File: config.mk
export PLATFORM = sky130hd
export DESIGN_NAME = regfile_mp
export DESIGN_NICKNAME = d
export VERILOG_FILES = /design/src/rtl/regfile_pkg.sv /design/src/rtl/regfile_wsel.sv /design/src/rtl/regfile_mp.sv
export SDC_FILE = /design/constraint.sdc
export NUM_CORES = 2
export LEC_CHECK = 0
export BUFFER_PORTS_ARGS = -buffer_cell sky130_fd_sc_hd__buf_2
export CAP_MARGIN = 20
export CORE_ASPECT_RATIO = 1.25
export CORE_MARGIN = 4
export CORE_UTILIZATION = 57
export CTS_CLUSTER_DIAMETER = 60
export CTS_CLUSTER_SIZE = 20
export DETAILED_ROUTE_END_ITERATION = 6
export GPL_ROUTABILITY_DRIVEN = 0
export HOLD_SLACK_MARGIN = 0.03
export PLACE_DENSITY = 0.77
export SETUP_SLACK_MARGIN = 0.4
export SLEW_MARGIN = 20
export SYNTH_ARGS = -nofsm -noshare
export SYNTH_HDL_FRONTEND = slang
export SYNTH_SLANG_ARGS = --single-unit
File: constraint.sdc
create_clock -name clk -period 3.6 [get_ports clk]
set_input_delay 0.72 -clock clk [delete_from_list [all_inputs] [get_ports clk]]
set_output_delay 0.72 -clock clk [all_outputs]
set_load 0.1 [all_outputs]
File: src/rtl/regfile_pkg.sv
// Shared types and defaults for the multi-port register file.
// Also holds the address-validity rule used by the write and read paths.
package regfile_pkg;

  typedef enum logic {
    CLEAR = 1'b0,
    READY = 1'b1
  } state_t;

  localparam int unsigned DEF_WIDTH = 32;
  localparam int unsigned DEF_DEPTH = 32;

  // An address is usable only inside the array and, with a hard-wired zero
  // register, never address 0.
  function automatic logic addr_ok(input logic [31:0] addr,
                                   input int unsigned depth,
                                   input bit          zero_reg);
    return (addr < depth) && !(zero_reg && (addr == 32'd0));
  endfunction

endpackage

File: src/rtl/regfile_wsel.sv
// Resolves which write port (if any) targets i_addr this cycle.
// Later ports override earlier ones, so the highest-indexed match wins.
module regfile_wsel
  import regfile_pkg::*;
#(
  parameter int unsigned WIDTH    = DEF_WIDTH,
  parameter int unsigned DEPTH    = DEF_DEPTH,
  parameter int unsigned NWR      = 1,
  parameter bit          ZERO_REG = 1'b1,
  parameter int unsigned AW       = 5
) (
  input  logic [AW-1:0]        i_addr,
  input  logic [NWR-1:0]       i_we,
  input  logic [NWR*AW-1:0]    i_wa,
  input  logic [NWR*WIDTH-1:0] i_wd,
  output logic                 o_hit,
  output logic [WIDTH-1:0]     o_data
);

  always_comb begin
    o_hit  = 1'b0;
    o_data = '0;
    for (int i = 0; i < int'(NWR); i++) begin
      if (i_we[i] && addr_ok(32'(i_wa[i*AW +: AW]), DEPTH, ZERO_REG) &&
          (i_wa[i*AW +: AW] == i_addr)) begin
        o_hit  = 1'b1;
        o_data = i_wd[i*WIDTH +: WIDTH];
      end
    end
  end

endmodule

File: src/rtl/regfile_mp.sv
// Multi-port register file with a post-reset clear sweep, optional zero
// register and optional same-cycle write-to-read forwarding.
module regfile_mp
  import regfile_pkg::*;
#(
  parameter int unsigned WIDTH    = DEF_WIDTH,
  parameter int unsigned DEPTH    = DEF_DEPTH,
  parameter int unsigned NRD      = 2,
  parameter int unsigned NWR      = 1,
  parameter bit          ZERO_REG = 1'b1,
  parameter bit          BYPASS   = 1'b1,
  localparam int unsigned AW      = (DEPTH > 1) ? $clog2(DEPTH) : 1
) (
  input  logic                 clk,
  input  logic                 rst,
  input  logic [NWR-1:0]       we,
  input  logic [NWR*AW-1:0]    wa,
  input  logic [NWR*WIDTH-1:0] wd,
  input  logic [NRD*AW-1:0]    ra,
  output logic [NRD*WIDTH-1:0] rd,
  output logic                 busy,
  output state_t               o_dbg_state
);

  logic [WIDTH-1:0] r_mem [DEPTH];
  state_t           r_state;
  logic [AW-1:0]    r_cnt;
  logic             r_busy;

  logic [NWR-1:0]   w_we;
  logic [DEPTH-1:0] w_whit;
  logic [WIDTH-1:0] w_wdat [DEPTH];

  // Writes are dropped while clearing and on a reset edge, so a reset never
  // races a user write into the array.
  assign w_we        = (r_busy || rst) ? '0 : we;
  assign busy        = r_busy;
  assign o_dbg_state = r_state;

  always_ff @(posedge clk) begin
    if (rst) begin
      r_state <= CLEAR;
      r_cnt   <= '0;
      r_busy  <= 1'b1;
    end else begin
      case (r_state)
        CLEAR: begin
          if (r_cnt == AW'(DEPTH - 1)) begin
            r_state <= READY;
            r_busy  <= 1'b0;
            r_cnt   <= '0;
          end else begin
            r_cnt <= r_cnt + AW'(1);
          end
        end
        READY: begin
          r_state <= READY;
          r_busy  <= 1'b0;
        end
        default: begin
          r_state <= CLEAR;
          r_cnt   <= '0;
          r_busy  <= 1'b1;
        end
      endcase
    end
  end

  for (genvar g = 0; g < int'(DEPTH); g++) begin : g_wr
    regfile_wsel #(
      .WIDTH(WIDTH), .DEPTH(DEPTH), .NWR(NWR), .ZERO_REG(ZERO_REG), .AW(AW)
    ) u_wsel (
      .i_addr (AW'(g)),
      .i_we   (w_we),
      .i_wa   (wa),
      .i_wd   (wd),
      .o_hit  (w_whit[g]),
      .o_data (w_wdat[g])
    );
  end

  always_ff @(posedge clk) begin
    for (int i = 0; i < int'(DEPTH); i++) begin
      if (r_state == CLEAR) begin
        if (r_cnt == AW'(i)) r_mem[i] <= '0;
      end else if (w_whit[i]) begin
        r_mem[i] <= w_wdat[i];
      end
    end
  end

  for (genvar p = 0; p < int'(NRD); p++) begin : g_rd
    logic [AW-1:0]    w_ra;
    logic             w_hit;
    logic [WIDTH-1:0] w_fwd;
    logic [WIDTH-1:0] w_word;

    assign w_ra = ra[p*AW +: AW];

    regfile_wsel #(
      .WIDTH(WIDTH), .DEPTH(DEPTH), .NWR(NWR), .ZERO_REG(ZERO_REG), .AW(AW)
    ) u_wsel (
      .i_addr (w_ra),
      .i_we   (w_we),
      .i_wa   (wa),
      .i_wd   (wd),
      .o_hit  (w_hit),
      .o_data (w_fwd)
    );

    always_comb begin
      w_word = '0;
      if (!r_busy && addr_ok(32'(w_ra), DEPTH, ZERO_REG)) begin
        w_word = (BYPASS && w_hit) ? w_fwd : r_mem[w_ra];
      end
    end

    assign rd[p*WIDTH +: WIDTH] = w_word;
  end

endmodule
* After elaboration in Yosys (flattened, before gate mapping) *
Memory sizes are Yosys's and may differ from the RTL's.
Cells that the tools add are included.

storage, ports and cells
  flip-flop bits (word level) = 7
  bits in latches = 0
  RAM bits = 1024
  memory bits (read-only) = 0
  input bits = 50
  output and inout port bits = 66
  logic and storage cells = 574
  memories = 1

memories
  memory  words  width  read ports  clocked after memory_dff  wr ports  RTL line          RTL
  r_mem   32     32     2           0                         1         regfile_mp.sv:25  logic [WIDTH-1:0] r_mem [DEPTH];

cells by class
  add/sub/neg operators = 1
  multipliers = 0
  div/mod/pow operators = 0
  magnitude comparators = 0
  equality and inequality tests = 65
  shift-type cells = 0
  mux-type cells = 394
  bitwise logic cells = 33
  reduce and logical (&&, ||, !) cells = 77

operators with widths
  cell                                                   count
  2-to-1 mux 32 bit                                      101
  OR reduction 32 bit                                    31
  2-to-1 mux 1 bit                                       259
  equality test 5 bit, second input constant             32
  2-to-1 mux 5 bit                                       32
  equality test 5 x 4 -> 1 bit, second input constant    16
  equality test 5 x 3 -> 1 bit, second input constant    8
  logical AND 1 bit                                      37
  bitwise OR 1 bit                                       32
  equality test 5 x 2 -> 1 bit, second input constant    4
  zero test 5 bit                                        4
  equality test 5 x 1 -> 1 bit, second input constant    2
  equality test 5 bit                                    2
  adder 5 x 1 -> 5 bit, second input constant            1
  zero test 1 bit                                        4
  one-hot mux 1 bit (2 select lines)                     2
  inequality test 2 x 1 -> 1 bit, second input constant  1
  logical OR 1 bit                                       1
  NOT 1 bit                                              1

* Longest topological paths before layout *
  depth after elaboration = 41
  gate-level depth with buffers = 10

* Hierarchy *
A second synthesis with hierarchy kept.

second synthesis, totals
  cells, all modules = 5850
  area total of the unflattened synthesis = 73319.1 µm²

by module, submodules not included
  module        instances  cells each  area an instance (µm²)  seq. area each (µm²)
  regfile_mp    1          4116        56260.2                 30889.6
  regfile_wsel  34         51          501.7                   0.0

* Worst setup path before layout *
OpenSTA, ideal clock, no wires.

  path kind = input-to-output
  from = input port ra[2]
  to = output port rd[25]
  data arrival time = 4.257 ns
  required time = 2.880 ns
  path slack = -1.377 ns
  cell stages on the path = 7
  buffers on the path = 4
  cell sequence = buf_2 buf_2 nor2_1 clkbuf_1 clkbuf_1 a221oi_1 o32ai_1

between the ends
  cells in the longest elaborated chain, start to end = 5
  elaborated cells between the ends (all ways) = 10
  classes of those cells = 1 x eq/ne; 4 x mux; 4 x reduce/logical; 1 x memory

ends and longest elaborated chain
  what                                                               RTL line           RTL
  start, declared                                                    regfile_mp.sv:19   input logic [NRD*AW-1:0] ra,
  branches (longest 4 deep; another with memory read (32 x 32 bit))  -
  2-to-1 mux 32 bit *                                                regfile_mp.sv:113  if (!r_busy && addr_ok(32'(w_ra), DEPTH, ZERO_REG)) begin
  end, declared                                                      regfile_mp.sv:20   output logic [NRD*WIDTH-1:0] rd,

Every way passes the cells marked *.

* Worst setup path in the final report *
  from = input port ra[3]
  to = output port rd[1]

Same word-level chain as after synthesis.

==> impl_metrics.toml <==
[run_status]
outcome = "finished, violations left"
violations = "design-rule violations, negative setup slack"

[routing]
wire_per_inst_um = 36.8
drtIter0Drc = 7076
drt_pass1_iterations = 7
highest_layer = "met5"
drt-total-wl_um = 204000
m1WireLength_um = 63500
vias = 40900
vias_per_cell = 7.37
wl_met2_um = 90900
drc = 1
antenna_left = 0
met3_length_um = 34600

[timing]
setup_viol = 4
rsz0062_at_grt = "yes"
finalCritPeriodShare_pct = 102
fmax_mhz = 272
fin_hold_ws_ns = 0.359
drv_slew = 0
fin_skew_ns = 0.0123
slew_headroom_pct = 46.2
fin_crit_ns = 3.68
fin_ws_ns = -0.0787
tightest_slew_ns = 0.805
final-hold-violation-count = 0

[yosys]
synth_ff_type = "edfxtp_1"
syn_area_um2 = 55700
yosys_warnings = 0
synth_cell_types = 59
synthArstFlopShare_pct = 0
synthCells = 3863
synth-seq-cells = 1031
postSynthAreaPerCell_um2 = 14.4
synth_edf_count = 1024
ys_seq_area_share_pct = 55.4

[clock_network]
path_clk_slew_ns = 0.08
cts_tree = "built"
cts-root-buf = "clkbuf_16"
clkSinkCount = 1031
cts_buffers = 61
htreeDepth = 2
cts.hold.buffers_added = 0
cts_max_path_buffers = 3
worstSkewPairLatency_ns = 0.69

[floorplan]
die_h_um = 358
die_w_um = 288
start_util_pct = 57.8
coreArea_um2 = 96500
ios = 116
rows = 127
dieArea_um2 = 103000

[pwr]
p_comb_share_pct = 11.8
ir_drop_uv = 436
power-per-cell-area_nw_per_um2 = 339
p_leak_uw = 0.0235
p_total_uw = 23300
sw_frac_of_total_pct = 24.0
p_int_uw = 17700
power.share.clock_pct = 31.8
sequentialPowerShare_pct = 56.4
power_switching_uw = 5600

[worst_hold_path]
hp-class = "primary input to flip-flop"

[final_layout]
final_area_um2 = 68800
nets = 4273
drive_gt1_share_pct = 35.8
area_delta_synth_final_pct = 23.6
nFillCells = 5754

[global_routing]
overflow = 0
antenna_found_initial = 12
grtUsageTotal_pct = 39.3
grt_pass1_wl_um = 287000
grt_pass1_vias = 41200
grt_max_degree = 40

[critical_path]
start_kind = "primary input"
cp.required_ns = 2.88
crit_fanout = 15
worst_setup_path_end_kind = "output port"
worstSetupPathType = "primary input to output port"
arrival_ns = 2.96

[job]
drv_cap = 0

[placement]
port_buffers = 115
dpl.hpwl_um = 120000
dpl_cell_area_um2 = 62200
-- cells in the final DEF, fill, tap and decap left out, drive strengths merged, types with 26 or more instances in the layout --
master,n
nand2,80
nor2,55
a311o,34
mux2i,274
mux4,378
a221oi,98
a21oi,90
conb,32
o221ai,41
edfxtp,1024
a22oi,115
buf,659
o21bai,32
and2,995
clkbuf,78
mux2,32
o22ai,26
-- logic make-up (layout without fill, tap and decap cells) --
logic type / Yosys count / in the layout / share of synthesized area (%)
AOI/OAI and AO/OA: 522 / 522 / 7.29
xor gates and xnor gates: 10 / 10 / 0.157
adders and majority gates: 6 / 6 / 0.135
buffers and inverters: 423 / 776 / 3.42
DFF: 1031 / 1031 / 55.4
muxes: 684 / 684 / 20.8
other: 1 / 39 / 0.00673
and+or+nand+nor: 1186 / 1186 / 12.7
-- per-stage QoR --
| step | TNS [ns] | utilization, % | cells | setup slack [ns] |
|---|---|---|---|---|
| 5_1_grt | -0.169 | 71.4 | 5542 | -0.0608 |
| 4_1_cts | 0 | 70.2 | 5515 | 0.00287 |
| 3_5_place_dp | -4.93 | 64.5 | 5315 | -0.395 |
| 6_report | -0.170 | 71.4 | 5544 | -0.0787 |
| 3_3_place_gp | -3.95 | 64.5 | 5315 | -0.399 |
| 2_1_floorplan | -12.48 | - | 3894 | -0.0752 |
-- worst paths after layout --
kind / start / end / slack [ns] / depth (start not counted)
max: ra[3] / rd[1] / -0.08 / 9
min: rst / r_cnt[3] / 0.36 / 3
max reg2reg: o_dbg_state / r_mem[11][12] / 0.78 / 5
min reg2reg: r_cnt[1] / r_cnt[3] / 0.57 / 2
-- synthesized netlist by cell type, types with 16 or more instances --
library cell / n / area, um2
buf_6: 20 / 225
o21bai_1: 32 / 240
clkbuf_1: 296 / 1110
o221ai_1: 41 / 359
nor2_1: 55 / 206
buf_4: 23 / 173
a21oi_1: 90 / 450
a21o_1: 18 / 135
nand3_1: 16 / 80.1
nand2_1: 80 / 300
mux2i_1: 274 / 2740
and2_1: 994 / 6220
buf_2: 67 / 335
edfxtp_1: 1024 / 30700
mux4_2: 378 / 8510
a221oi_1: 98 / 858
o22ai_1: 26 / 163
a311o_1: 34 / 340
mux2_2: 32 / 360
a22oi_1: 115 / 863
-- per-layer routing --
metal  GRT usage (%)  up-vias
met5               0        -
met4            25.4        2
met3            14.7      920
met2            58.3     4125
met1            48.6    20200
li1                -    15700
-- critical path, cell delays in order --
cell,delay [ns]
buf_4,0.26
nand3b_1,0.16
buf_4,0.16
bufbuf_16,0.35
o221ai_1,0.16
a21oi_1,0.52
a21oi_2,0.10
a32o_2,0.31
buf_12,0.18
-- power groups by stage --
stage          clock [uW]  sequential, uW  combinational, uW
3_5_place_dp            0           13400               2200
3_3_place_gp            0           13400               2170
6_report             7410           13200               2760
5_1_grt              7820           13200               2810
2_1_floorplan           0           13400               1300
4_1_cts              7390           13200               2560
-- sequential cells by signal (all words and copies together) (netlist names) --
register     flops
o_dbg_state      1
r_cnt            5
busy             1
r_mem         1024
-- area by class of cell --
type	instances	area [um2]	area share (%)
Tap cell	1290	1610	2.34
Clock buffer	74	1630	2.36
Multi-Input combinational cell	2440	25700	37.4
Inverter	8	32.5	0.0473
Sequential cell	1031	30900	44.9
Clock inverter	19	199	0.289
Antenna cell	7	17.5	0.0254
Timing Repair Buffer	675	8750	12.7
-- timing repair --
item                       CTS  global route
gates resized for setup    433           181
pin swaps                   55            60
cloned                      33             2
setup endpoints to repair   64            64
setup buffers               74            20
Power figures use the tool's default switching activity.
